--- src/rtl/ldm_stm_sequencer.sv ---
// LDM/STM block-transfer sequencer. Walks a 16-bit register list in
// ascending order, one single-beat memory transfer per register, using
// ARM P/U/W addressing with optional base writeback.
module ldm_stm_sequencer #(
  parameter int ADDR_W = 32,
  parameter int REG_W  = 4
) (
  input  logic              clock,
  input  logic              reset,
  input  logic              start,
  input  logic              is_load,
  input  logic              pre_index,
  input  logic              up,
  input  logic              writeback,
  input  logic [REG_W-1:0]  base_reg,
  input  logic [ADDR_W-1:0] base_value,
  input  logic [15:0]       reg_list,
  output logic              busy,
  output logic              done,
  output logic              mem_req,
  output logic              mem_we,
  output logic [ADDR_W-1:0] mem_addr,
  output logic [ADDR_W-1:0] mem_wdata,
  input  logic              mem_ack,
  input  logic [ADDR_W-1:0] mem_rdata,
  output logic [REG_W-1:0]  rf_read_num,
  input  logic [ADDR_W-1:0] rf_read_data,
  output logic [REG_W-1:0]  rf_write_reg,
  output logic [ADDR_W-1:0] rf_write_data,
  output logic              rf_regwrite
);

  localparam logic [2:0] S_IDLE  = 3'd0;
  localparam logic [2:0] S_SETUP = 3'd1;
  localparam logic [2:0] S_XFER  = 3'd2;
  localparam logic [2:0] S_STEP  = 3'd3;
  localparam logic [2:0] S_WB    = 3'd4;
  localparam logic [2:0] S_DONE  = 3'd5;

  logic [2:0]        state;
  logic              ld_q, pre_q, up_q, wb_q, base_hit_q;
  logic [REG_W-1:0]  base_reg_q, last_reg;
  logic [ADDR_W-1:0] base_q, addr_q, final_q, data_q;
  logic [15:0]       list_q;   // registers still to transfer

  function automatic logic [4:0] popcount(input logic [15:0] v);
    logic [4:0] n;
    n = '0;
    for (int i = 0; i < 16; i++) n = n + {4'd0, v[i]};
    return n;
  endfunction

  function automatic logic [REG_W-1:0] lowest(input logic [15:0] v);
    logic [REG_W-1:0] idx;
    idx = '0;
    for (int i = 15; i >= 0; i--) if (v[i]) idx = REG_W'(i);
    return idx;
  endfunction

  logic [ADDR_W-1:0] four_n, start_addr, final_base;
  logic [REG_W-1:0]  cur_reg;

  // Address arithmetic for SETUP, all modulo 2^ADDR_W.
  always_comb begin
    four_n = ADDR_W'({popcount(list_q), 2'b00});
    case ({pre_q, up_q})
      2'b01:   start_addr = base_q;
      2'b11:   start_addr = base_q + ADDR_W'(4);
      2'b00:   start_addr = base_q - four_n + ADDR_W'(4);
      default: start_addr = base_q - four_n;
    endcase
    final_base = up_q ? base_q + four_n : base_q - four_n;
    cur_reg    = lowest(list_q);
  end

  // Sequencer state and command/progress registers.
  always_ff @(posedge clock) begin
    if (!reset) begin
      state      <= S_IDLE;
      ld_q       <= 1'b0;
      pre_q      <= 1'b0;
      up_q       <= 1'b0;
      wb_q       <= 1'b0;
      base_hit_q <= 1'b0;
      base_reg_q <= '0;
      last_reg   <= '0;
      base_q     <= '0;
      addr_q     <= '0;
      final_q    <= '0;
      data_q     <= '0;
      list_q     <= '0;
    end else begin
      case (state)
        S_IDLE: if (start) begin
          ld_q       <= is_load;
          pre_q      <= pre_index;
          up_q       <= up;
          wb_q       <= writeback;
          base_reg_q <= base_reg;
          base_q     <= base_value;
          list_q     <= reg_list;
          base_hit_q <= reg_list[base_reg];
          state      <= S_SETUP;
        end
        S_SETUP: begin
          addr_q  <= start_addr;
          final_q <= final_base;
          state   <= (list_q == '0) ? S_DONE : S_XFER;
        end
        S_XFER: if (mem_ack) begin
          data_q           <= mem_rdata;
          last_reg         <= cur_reg;
          list_q[cur_reg]  <= 1'b0;
          addr_q           <= addr_q + ADDR_W'(4);
          state            <= S_STEP;
        end
        S_STEP: begin
          // A loaded base value takes precedence over writeback.
          if (list_q != '0)                   state <= S_XFER;
          else if (wb_q && !(ld_q && base_hit_q)) state <= S_WB;
          else                                state <= S_DONE;
        end
        S_WB:    state <= S_DONE;
        default: state <= S_IDLE;
      endcase
    end
  end

  // Output decode; everything idles at zero outside its owning state.
  always_comb begin
    busy          = (state != S_IDLE);
    done          = (state == S_DONE);
    mem_req       = 1'b0;
    mem_we        = 1'b0;
    mem_addr      = '0;
    mem_wdata     = '0;
    rf_read_num   = '0;
    rf_regwrite   = 1'b0;
    rf_write_reg  = '0;
    rf_write_data = '0;
    case (state)
      S_XFER: begin
        mem_req  = 1'b1;
        mem_we   = !ld_q;
        mem_addr = addr_q;
        if (!ld_q) begin
          rf_read_num = cur_reg;
          mem_wdata   = rf_read_data;
        end
      end
      S_STEP: if (ld_q) begin
        rf_regwrite   = 1'b1;
        rf_write_reg  = last_reg;
        rf_write_data = data_q;
      end
      S_WB: begin
        rf_regwrite   = 1'b1;
        rf_write_reg  = base_reg_q;
        rf_write_data = final_q;
      end
      default: ;
    endcase
  end

endmodule

--- config.mk ---
export PLATFORM = sky130hd
export DESIGN_NAME = ldm_stm_sequencer
export DESIGN_NICKNAME = d
export VERILOG_FILES = /design/src/rtl/ldm_stm_sequencer.sv
export SDC_FILE = /design/constraint.sdc
export NUM_CORES = 1
export LEC_CHECK = 0
export ABC_AREA = 1
export CAP_MARGIN = 10
export CORE_UTILIZATION = 45
export CTS_CLUSTER_DIAMETER = 60
export DETAILED_ROUTE_END_ITERATION = 6
export PLACE_DENSITY_LB_ADDON = 0.25
export SYNTH_ARGS = -nofsm -noshare
export SYNTH_HDL_FRONTEND = slang
export SYNTH_SLANG_ARGS = --single-unit
export TNS_END_PERCENT = 1
--- constraint.sdc ---
create_clock -name clock -period 6 [get_ports clock]
set_input_delay 0.9 -clock clock [delete_from_list [all_inputs] [get_ports clock]]
set_output_delay 0.9 -clock clock [all_outputs]
set_load 0.02 [all_outputs]
==> implementation parameters <==
Parameter                              Value

Global route
  Wire length of the first global-routing pass    68560 um
  Vias in the first global route    12.75k
  Maximum number of pins on one net before global-route repair    130
  Antenna violations before repair    0
  Gr usage total    30.06%
  GRT overflow    0

CTS
  TritonCTS clock tree    yes
  Count of H-tree levels built during CTS    4
  Register clock-pin slew on the reported worst setup and hold paths    0.07 ns
  Clock latency at the later pin of the worst-skew pair    0.44 ns
  Quantity of hold-fixing buffers added after cts    0
  Cell at the root of the clock tree    sky130_fd_sc_hd__clkbuf_16
  Clk sinks    160
  Number of clock buffers inserted by TritonCTS    17
  Maximum root-to-sink buffer count    2

STA
  Final TNS setup    0 ns
  Post-route minimum period    5.785 ns
  Largest clock skew in the final design    approximately 0.018 ns
  Setup repair after global routing missed its margin    true
  Share of the cycle needed by the critical path after routing    96.41%
  Max_slew headroom    20.46%
  Number of endpoints with negative hold slack in the final report    0
  Setup violators final    0
  Final number of max-transition violations    0
  Worst-margin pin slew    1.192 ns
  Least setup slack across all paths after layout    0.2152 ns
  Peak Freq    around 0.17 GHz

Setup path
  Worst path arrival time    around 6.2 ns
  End of the worst register-to-register path    addr_q[12]
  Startpoint types    flip-flop
  Most Frequent Cell on Critical Path    sky130_fd_sc_hd__fa_1
  Chain of cells forming the critical path    inv_1 -> fa_1 -> fa_1 -> fa_1 -> fa_1 -> inv_1 -> ha_2 -> fa_2 -> fa_2 -> o21ai_2 -> ha_2 -> a21boi_4 -> nand3_2 -> nor2_4 -> nand3_4 -> nor2_8 -> buf_4 -> inv_2 -> nor2_1 -> nor2_1 -> o21ai_1 -> nand3_1 -> a21oi_1
  Setup Crit Path Kind    reg2reg
  Required time of the worst setup path    6.37 ns
  Internal reg-to-reg setup slack    0.22 ns
  R2R cell count    23
  Critical R2R Launch    list_q[15]
  Nature of the critical path endpoint    flip-flop
  Stage delay of the slowest cell on the critical path    0.61 ns
  Worst-path cell with the longest stage delay    sky130_fd_sc_hd__fa_2
  Peak fanout along the critical path    5

Synthesis
  EDFF count, synth    0
  Cell area after technology mapping    between 10000 and 15000 um^2
  Share of flip-flops with an asynchronous set or reset after synthesis    0%
  Synthesized instance count    2088
  Post-synth cell types    45
  Syn_nets    between 2k and 2.5k
  Leading register cell type out of synthesis    sky130_fd_sc_hd__dfxtp_1
  Synth Register Bits    160
  Post-synthesis average cell area    5.954 um^2
  Post-synthesis sequential area ratio    25.76%
  Number of synthesis warnings    0

Floorplanning
  Number of rows created at floorplan    60
  Count of pins on the block boundary    233
  Core Area    27030 um^2
  Full die area    around 28000 um^2
  Chip Width    between 150 and 200 um
  Effective utilization at floorplan    46.00%
  Die height    168.2 um

Placement
  IO buf count    232
  Routability cong.    roughly 0.99
  HPWL after detailed placement    32130 um
  Post-Place Setup Slack    roughly 0.15 ns

Drt
  Total length of routed wires    44080 um
  Routed Antenna Nets    0
  Routed length on met1    21400 um
  Metal3 WL    roughly 3200 um
  Met2 WL    18700 um
  Iter 0 DRT Violations    1573
  Initial DRT Pass Iterations    7
  Max layer used    met4
  Vias    14.32k
  Post-detailed-route DRC marker count    16
  Average wire per cell in the routed design    16.94 um
  Vias per std cell    around 5.5

Final layout
  Core occupancy in the finished layout    approximately 58%
  Number of antenna diodes    0
  Area added between synthesis and finish    26.19%
  Fraction of layout cells with a size suffix above 1    8.444%
  # fillers    2638
  Total Nets Final    2407

Min path
  Startpoint of the worst hold path    base_reg_q[3]
  WHS Path Cells    2
  Hold Path Sink    base_reg_q[3]
  Class of the most critical hold timing path    reg2reg

Status
  Outcome    finished, violations left
  Violated checks    design-rule violations

Flow run
  Max capacitance violation total    0
## final cells by class
| cell class | count | area (um^2) | share of cell area, % |
|---|---|---|---|
| clock buffers | 18 | 429.2 | 2.736 |
| clock inverters | 14 | 146.4 | 0.9332 |
| inverters | 205 | 770.7 | 4.913 |
| multi-input cells | 1597 | 8108 | 51.68 |
| flip-flops and latches | 160 | 3213 | 20.48 |
| well taps | 341 | 426.7 | 2.720 |
| repair buffers | 268 | 2594 | 16.53 |
## cell families after synthesis
kind of cell,synth area share [%]
DFF,25.76
xor gates and xnor gates,1.268
adders and majority gates,4.147
buffers and inverters,10.56
AOI/OAI and AO/OA,20.37
and+or+nand+nor,37.89
## metrics by stage
stage | instance area (um^2) | cells | hold slack (ns)
after floorplan | 12430 | 2088 | 0.4245
after global placement | 14840 | 2558 | 0.4360
after detailed placement | 14840 | 2558 | 0.4436
after CTS | 15420 | 2590 | 0.4550
after global routing | 15690 | 2603 | 0.4767
final | 15690 | 2603 | 0.4535
## placed cells by master, fill, tap and decap left out, drive strengths merged, types with 7 or more instances in the layout
cell type      Yosys  layout
nand2            484     484
nor2             321     321
clkdlybuf4s50      0     231
inv              203     210
a21oi            209     209
nand3            208     209
o21ai            197     197
dfxtp            160     160
buf               38      37
nand4             30      30
o211ai            25      25
ha                22      22
nor3              19      19
clkbuf            89      18
xor2              18      18
fa                12      12
a31oi             10      10
nor4               7       7
a211oi             7       7
clkinv             2       7
## worst max-delay path, delay by kind of cell (launching register included)
| family | cells | cell delay, ns |
|---|---|---|
| flip-flops | 1 | 0.39 |
| buffers and inverters | 4 | 0.30 |
| AO/OA/AOI/OAI | 4 | 0.63 |
| adder cells (fa/ha/maj) | 8 | 3.46 |
| AND/OR/NAND/NOR | 7 | 0.95 |
## synth_stat cells, types with 7 or more instances
master,number,area (um^2)
sky130_fd_sc_hd__o21ai_1,13,65.06
sky130_fd_sc_hd__inv_1,186,698.2
sky130_fd_sc_hd__nand4_1,30,187.7
sky130_fd_sc_hd__buf_1,15,56.30
sky130_fd_sc_hd__o211ai_1,25,187.7
sky130_fd_sc_hd__clkbuf_1,89,334.1
sky130_fd_sc_hd__dfxtp_1,160,3203
sky130_fd_sc_hd__fa_1,12,240.2
sky130_fd_sc_hd__xor2_1,18,157.7
sky130_fd_sc_hd__ha_1,22,275.3
sky130_fd_sc_hd__nor2_1,294,1104
sky130_fd_sc_hd__nor2_4,9,101.4
sky130_fd_sc_hd__a21oi_1,202,1011
sky130_fd_sc_hd__nand3_1,200,1001
sky130_fd_sc_hd__buf_2,14,70.07
sky130_fd_sc_hd__nor4_1,7,43.79
sky130_fd_sc_hd__nand2_2,12,75.07
sky130_fd_sc_hd__nor3_1,18,90.09
sky130_fd_sc_hd__a211oi_1,7,52.55
sky130_fd_sc_hd__a31oi_1,10,62.56
sky130_fd_sc_hd__a21oi_2,7,61.31
sky130_fd_sc_hd__inv_2,17,63.81
sky130_fd_sc_hd__nand2_1,468,1757
sky130_fd_sc_hd__o21ai_0,183,915.9
sky130_fd_sc_hd__nor2_2,16,100.1
## how the worst max path moves through the flow
stage,start,to,slack (ns),cells past startpoint
floorplan,list_q[0],addr_q[30],0.59,24
CTS,list_q[0],addr_q[30],0.09,24
detailed placement,list_q[0],addr_q[30],0.15,24
finish,list_q[15],addr_q[12],0.22,23
global route,list_q[11],addr_q[25],-0.07,28
global placement,list_q[0],addr_q[30],0.29,24
## timing repair
item / CTS / global route
endpoints found under the setup margin: 0 / 33
hold endpoints to repair: 0 / 0
buffers inserted: 0 / 12
resized for setup: 0 / 45
## routing by layer
metal,vias up,track usage (%)
met5,-,0
met4,0,7.273
met3,54,3.996
met2,597,44.02
met1,6486,45.83
li1,7183,-
Power is not shown: default switching activity piles up to over one toggle a cycle in this logic, so the estimate is an artifact.
